`config.mk`:
```
export PLATFORM = sky130hd
export DESIGN_NAME = gray_scale_check
export DESIGN_NICKNAME = d
export VERILOG_FILES = /design/src/rtl/gray_stream_pkg.sv /design/src/rtl/sat_cnt16.sv /design/src/rtl/gray_scale_check.sv
export SDC_FILE = /design/constraint.sdc
export NUM_CORES = 1
export LEC_CHECK = 0
export ABC_AREA = 1
export ABC_CLOCK_PERIOD_IN_PS = 4800
export BUFFER_PORTS_ARGS = -buffer_cell sky130_fd_sc_hd__buf_2
export CORE_AREA = 2 2 116 118
export DETAILED_ROUTE_END_ITERATION = 16
export DIE_AREA = 0 0 118 120
export GPL_TIMING_DRIVEN = 0
export PLACE_DENSITY = 0.75
export SYNTH_ARGS = -nofsm -noshare
export SYNTH_HDL_FRONTEND = slang
export SYNTH_SLANG_ARGS = --single-unit
```
`constraint.sdc`:
```
create_clock -name data_clk -period 4.8 [get_ports data_clk]
set_input_delay 0.96 -clock data_clk [delete_from_list [all_inputs] [get_ports data_clk]]
set_output_delay 0.96 -clock data_clk [all_outputs]
set_load 0.05 [all_outputs]
```
`src/rtl/gray_stream_pkg.sv`:
```
// Shared definitions for the gray-ramp test-pattern stream.
// Holds geometry defaults, checker state encoding and the expected-data rule.
package gray_stream_pkg;

    // Default geometry: 1280 pixels / 4 per beat, 1024 lines.
    localparam int L_NUM_DEF = 320;
    localparam int V_NUM_DEF = 1024;

    // Checker state encoding.
    localparam logic [0:0] ST_SYNC  = 1'b0;
    localparam logic [0:0] ST_FRAME = 1'b1;

    // Every pixel of a line carries the gray level row[9:2].
    function automatic logic [31:0] exp_data(input logic [15:0] row);
        logic [7:0] lvl;
        lvl = 8'(row >> 2);
        return {4{lvl}};
    endfunction

    // Increment that sticks at all-ones.
    function automatic logic [15:0] sat_inc(input logic [15:0] v);
        return (v == 16'hFFFF) ? v : v + 16'd1;
    endfunction

endpackage

```
`src/rtl/sat_cnt16.sv`:
```
// Saturating 16-bit event counter.
// Ports: clk, rst (async, active-high), inc (count enable), cnt (value).
module sat_cnt16 (
    input  logic        clk,
    input  logic        rst,
    input  logic        inc,
    output logic [15:0] cnt
);

    always_ff @(posedge clk or posedge rst) begin
        if (rst) begin
            cnt <= 16'd0;
        end else if (inc && cnt != 16'hFFFF) begin
            cnt <= cnt + 16'd1;
        end
    end

endmodule

```
`src/rtl/gray_scale_check.sv`:
```
// Sink/checker for the gray-ramp stream: verifies line length, frame height,
// framing flags and payload; reports per-frame result and error statistics.
// Ports: data_clk, rst (async, active-high), tvalid/tdata/h_last/v_last in;
// frame_done, frame_ok, frame_cnt, line_err_cnt, data_err_cnt, frame_err_cnt out.
module gray_scale_check
    import gray_stream_pkg::*;
#(
    parameter int L_NUM      = L_NUM_DEF,
    parameter int V_NUM      = V_NUM_DEF,
    parameter bit CHECK_DATA = 1'b1
) (
    input  logic        data_clk,
    input  logic        rst,
    input  logic        tvalid,
    input  logic [31:0] tdata,
    input  logic        h_last,
    input  logic        v_last,
    output logic        frame_done,
    output logic        frame_ok,
    output logic [15:0] frame_cnt,
    output logic [15:0] line_err_cnt,
    output logic [15:0] data_err_cnt,
    output logic [15:0] frame_err_cnt
);

    localparam logic [15:0] COL_LAST = 16'(L_NUM - 1);
    localparam logic [15:0] ROW_LAST = 16'(V_NUM - 1);

    logic [0:0]  state;
    logic [15:0] col;
    logic [15:0] row;
    logic        ferr;
    // Set when a line at or past the last row ended without v_last.
    logic        ovr;

    logic beat;
    logic eof;
    logic data_inc;
    logic line_inc;
    logic frame_inc;

    always_comb begin
        beat      = (state == ST_FRAME) && tvalid;
        eof       = beat && v_last;
        data_inc  = beat && CHECK_DATA && (tdata != exp_data(row));
        line_inc  = beat && h_last && (col != COL_LAST);
        frame_inc = eof && (!h_last || row != ROW_LAST || ovr);
    end

    always_ff @(posedge data_clk or posedge rst) begin
        if (rst) begin
            state      <= ST_SYNC;
            col        <= 16'd0;
            row        <= 16'd0;
            ferr       <= 1'b0;
            ovr        <= 1'b0;
            frame_done <= 1'b0;
            frame_ok   <= 1'b0;
        end else begin
            frame_done <= eof;
            if (state == ST_SYNC) begin
                // Discard everything until a frame boundary is seen.
                if (tvalid && v_last) begin
                    state <= ST_FRAME;
                    col   <= 16'd0;
                    row   <= 16'd0;
                    ferr  <= 1'b0;
                    ovr   <= 1'b0;
                end
            end else if (tvalid) begin
                if (v_last) begin
                    // Errors found on this closing beat count too.
                    frame_ok <= !(ferr | data_inc | line_inc | frame_inc);
                    col      <= 16'd0;
                    row      <= 16'd0;
                    ferr     <= 1'b0;
                    ovr      <= 1'b0;
                end else begin
                    if (data_inc || line_inc) begin
                        ferr <= 1'b1;
                    end
                    if (h_last) begin
                        col <= 16'd0;
                        row <= sat_inc(row);
                        if (row >= ROW_LAST) begin
                            ovr <= 1'b1;
                        end
                    end else begin
                        col <= sat_inc(col);
                    end
                end
            end
        end
    end

    sat_cnt16 u_frame_cnt (
        .clk (data_clk),
        .rst (rst),
        .inc (eof),
        .cnt (frame_cnt)
    );

    sat_cnt16 u_line_err_cnt (
        .clk (data_clk),
        .rst (rst),
        .inc (line_inc),
        .cnt (line_err_cnt)
    );

    sat_cnt16 u_data_err_cnt (
        .clk (data_clk),
        .rst (rst),
        .inc (data_inc),
        .cnt (data_err_cnt)
    );

    sat_cnt16 u_frame_err_cnt (
        .clk (data_clk),
        .rst (rst),
        .inc (frame_inc),
        .cnt (frame_err_cnt)
    );

endmodule

```
Word-level counts from Yosys, hierarchy flattened
Cells that the tools add are included.

Bits in read-only memories: 0. Latch bits: 0. RAM bits: 0. Memories kept: 0. Input port bits: 37. Flip-flop bits (word level): 101.

Divide/modulo/power cells: 0. Multiplexer cells: 23. Reduce and logical (&&, ||, !) cells: 22. Shift operators: 0. Equal/unequal tests: 15. Bitwise operators: 3. Add/sub/neg operators: 6. Multiply operators: 0. $lt $le $gt $ge: 1.

Operators with widths (number): $mux 16 (11); $add 16x1->16 const B (6); $ne 16x16->1 const B (4); $eq 16x16->1 const B (2); $ne 32x32->1 (1); $ge 16x10->1 const B (1); $ne 16x10->1 const B (1); $ne 16x9->1 const B (1); $mux 1 (12); $logic_and 1x1->1 (11); $reduce_and 3->1 (3); $reduce_and 4->1 (2); $ne 3x2->1 const B (2); $ne 3x3->1 const B (2); $ne 4x4->1 const B (1); $logic_or 1x1->1 (3); $or 1x1->1 (3); $logic_not 1->1 (2); $ne 2x2->1 const B (1); $reduce_bool 2->1 (1).

Logic depth before layout (Yosys ltp)
Depth in word-level cells: 8. Gate-level depth with buffers: 13. Mapped depth without buffers: 12.

Modules after synthesis
Synthesis repeated with hierarchy kept, for this count alone.

Cell total of the unflattened synthesis: 1015. Area, all modules: 7104.3 sq um.

Modules (own cells, without submodules): sat_cnt16 (instances 4, area each 1069.8 sq um, cells an instance 150, sequential area each 400.4 sq um); gray_scale_check (instances 1, area each 2825.2 sq um, cells an instance 415, sequential area each 925.9 sq um).

Worst setup path before layout
Ideal clock, no wire load.

Path kind: input to register. Start: input port v_last. End: register col[6]. Data arrival time: 1.979 ns. Slack: 2.703 ns. Cell stages on the path: 10. Cell sequence: buf_2 > nor2_4 > inv_2 > nor3_1 > nand2_1 > nand2_2 > buf_4 > nor2_1 > o21ai_1 > nor2_1.

Word-level cells in the longest chain between the ends: 3.

RTL lines: start: declaration (RTL line gray_scale_check.sv:17) `input logic v_last,`; $mux 16 / $logic_and 1x1->1 (equally long branches) (RTL line gray_scale_check.sv:71, gray_scale_check.sv:63); $mux 16 / $reduce_bool 2->1 (equally long branches); $mux 16 / $reduce_and 3->1 (equally long branches); end signal: assignment (RTL line gray_scale_check.sv:89) `col <= sat_inc(col);`; end: declaration (RTL line gray_scale_check.sv:30) `logic [15:0] col;`.

Parallel ways exist; a longest one is shown, timed or not. The select of a mux whose other input is x is not followed. A chain may end at the register's enable or synchronous reset.

Worst setup path in the final report
Start: input port tvalid. End: register row[0].

Word-level cells in the longest chain between the ends: 3.

RTL lines: start: declaration (RTL line gray_scale_check.sv:14) `input logic tvalid,`; $logic_and 1x1->1 (RTL line gray_scale_check.sv:63) `if (tvalid && v_last) begin`; $reduce_bool 2->1 (no line); $reduce_and 4->1 (no line) (*); end signal: assignment (RTL line gray_scale_check.sv:84) `row <= sat_inc(row);`; end: declaration (RTL line gray_scale_check.sv:31) `logic [15:0] row;`.

Mark *: on every way between the ends. The rest lies on a longest branch, timed or not.

==> flow_summary.yaml <==
global_routing:
  overflow: 0
  grt_pass1_wl_mm: 25.8
  track_usage_pct: 22.0
  grt_antenna_before_repair: 0
  grt_max_degree: 67
  grt_pass1_vias: 5568
synth:
  synth_cell_types: 40
  ys_ff_latch: 101
  synthesis.area_um2: 6530
  synth_fp_nets: 942
  ys_warn_count: 0
  syn_avg_cell_area_um2: 7.26
  synth_seq_area_share_pct: 38.7
  synthCells: 899
setup_path:
  crit_type: "in2reg"
  worstPathRequired_ns: 5.05
  crit_arrival_ns: 2.48
  cp_slowest_stage_delay_ns: 0.37
  crit_path_end_kind: "register"
  start_kind: "input port"
  slowest_stage: "nor2_2"
  crit_path_max_fanout: 10
  crit_chain: "buf_2 > nand2_2 > inv_1 > nor2_2 > inv_2 > nand2_4 > inv_4 > buf_6 > o21a_1"
timing:
  finalHoldViolations: 0
  slew_viol_final: 0
  skew_ns: 0.00756
  setup_viol: 0
  hold_ws_ns: 0.501
  relSlewSlack_pct: 61.9
  rsz0062_at_grt: "false"
  fin_crit_ns: 2.23
  fin_ws_ns: 2.57
  fin_crit_sh_pct: 46.5
  worstMarginPinSlew_ns: 0.566
  max_freq_mhz: 448
clocking:
  postCtsSetupBuffers: 0
  post_cts_resized: 0
  path_clk_slew_ns: 0.08
  cts_max_level: 3
  cts_buffer_depth: 2
  cts_hold_buffers: 0
  cts_sinks: 101
  worstSkewPairLatency_ns: 0.36
  cts_tree: "done"
  cts_buffers: 9
  cts_root_buf: "clkbuf_16"
route:
  wl_mm: 15.0
  postRouteAntennaNets: 0
  vias: 6032
  route.detailed.drc: 0
  wl_per_cell_um: 12.6
  first_pass_iters: 4
  drtIter0Drc: 403
  viasPerCell: 5.05
placed_design:
  hpwl_mm: 11.2
  preCtsSetupSlack_ns: 2.21
  io_buffers: 102
  dpl.cell_count: 1178
  gp_congestion: 0.893
layout:
  multiInputGateArea_um2: 3460
  seq_area_um2: 2530
  area_delta_synth_final_pct: 16.2
  fin_util_pct: 58.4
  final_nets: 1056
  fin_cells: 1194
  diodes: 0
  fillers: 1292
  layout-drive-gt1-share_pct: 17.5
power:
  p_leak_nw: 3.70
  peakVddDrop_mv: 0.214
  p_per_area_nw_per_um2: 349
  finalPower_mw: 2.65
job:
  cap_violations: 0
floorplanning:
  die_w_um: 118
  dieArea_um2: 14200
  fp.dieH_um: 120
  core_area_um2: 13000
  num_rows: 42
  initial_core_util_pct: 50.3
  pin_count: 103
status:
  status: "finished, final reports clean"
min_path:
  min_path_type: "reg2reg"
==> metrics by stage <==
stage | setup TNS, ns | area (um2)
finish | 0 | 7580
global route | 0 | 7580
CTS | 0 | 7580
detailed placement | 0 | 7290
global placement | -2.38 | 7260
floorplan | 0 | 6530
==> cells in the mapped netlist, drive strengths merged <==
| cell type | instances | area share, % |
|---|---|---|
| nor3b | 5 | 0.58 |
| or2 | 1 | 0.096 |
| o21ai | 46 | 3.7 |
| and2 | 1 | 0.096 |
| a31oi | 3 | 0.29 |
| inv | 98 | 5.7 |
| nor4 | 4 | 0.38 |
| o31ai | 1 | 0.12 |
| buf | 21 | 2.4 |
| dfrtp | 101 | 39 |
| a21o | 1 | 0.12 |
| ha | 6 | 1.2 |
| clkbuf | 1 | 0.057 |
| xor2 | 42 | 5.6 |
| clkinv | 1 | 0.057 |
| nand3 | 56 | 4.6 |
| a21oi | 8 | 0.61 |
| nand2 | 290 | 17 |
| nand4 | 36 | 3.5 |
| nor2 | 93 | 5.7 |
| o21a | 1 | 0.12 |
| xnor2 | 38 | 5.1 |
| nor3 | 38 | 3.3 |
| nand3b | 7 | 0.81 |
==> registers in the layout, summed over array words and instances, names as in the netlist <==
name,count
col,16
ferr,1
frame_done,1
frame_ok,1
ovr,1
row,16
state,1
u_data_err_cnt.cnt,16
u_frame_cnt.cnt,16
u_frame_err_cnt.cnt,16
u_line_err_cnt.cnt,16
==> cells by family (layout without fill, tap and decap cells) <==
| group | after synthesis | after routing | share of synthesized area, % |
|---|---|---|---|
| and+or+nand+nor | 531 | 531 | 36.2 |
| buffers and inverters | 121 | 240 | 8.19 |
| DFF | 101 | 101 | 38.7 |
| xor gates and xnor gates | 80 | 80 | 10.7 |
| AOI/OAI and AO/OA | 60 | 60 | 4.95 |
| adders and majority gates | 6 | 6 | 1.15 |
==> final timing paths <==
| kind | cells past startpoint | slack, ns | startpoint | end |
|---|---|---|---|---|
| min in group asynchronous | 2 | 0.62 | rst | u_data_err_cnt.cnt[10] |
| max in group asynchronous | 3 | 3.50 | rst | col[14] |
| setup reg to reg | 8 | 2.82 | u_line_err_cnt.cnt[0] | u_line_err_cnt.cnt[15] |
| hold / removal | 2 | 0.50 | frame_ok | frame_ok |
| hold reg to reg | 2 | 0.50 | frame_ok | frame_ok |
| setup / recovery | 9 | 2.57 | tvalid | row[0] |
==> layer usage <==
| metal | vias to the layer above | part of all wire [%] | track usage [%] |
|---|---|---|---|
| met5 | - | 0 | 0 |
| met4 | 0 | 1.2 | 5.80 |
| met3 | 14 | 4.0 | 3.80 |
| met2 | 108 | 49 | 37.1 |
| met1 | 2801 | 46 | 29.5 |
| li1 | 3109 | - | - |
==> worst max-delay path: cells and delay by family <==
| family | cells | cell delay, ns |
|---|---|---|
| buffers and inverters | 5 | 0.63 |
| AND/OR/NAND/NOR | 3 | 0.72 |
| AO/OA/AOI/OAI | 1 | 0.16 |
==> power breakdown <==
group	internal, mW	switching (mW)	leakage (nW)
Sequential	0.951	0.143	1.34
Combinational	0.220	0.595	2.22
Clock	0.370	0.367	0.147
==> cell type report <==
cell class | count | area share [%]
clock inverter | 7 | 0.973
tap | 176 | 2.90
inverter | 99 | 4.97
clock buffer | 9 | 2.97
timing repair buffer | 103 | 7.09
sequential | 101 | 33.3
multi-input combinational | 677 | 45.7
buffer | 22 | 2.11
==> cells in the final DEF, fill, tap and decap left out, drive strengths merged, types with 38 or more instances in the layout <==
| master | instances |
|---|---|
| buf | 124 |
| o21ai | 46 |
| dfrtp | 101 |
| xor2 | 42 |
| nand2 | 290 |
| nand3 | 56 |
| nor3 | 38 |
| inv | 102 |
| xnor2 | 38 |
| nor2 | 93 |
Power figures use the tool's default switching activity.
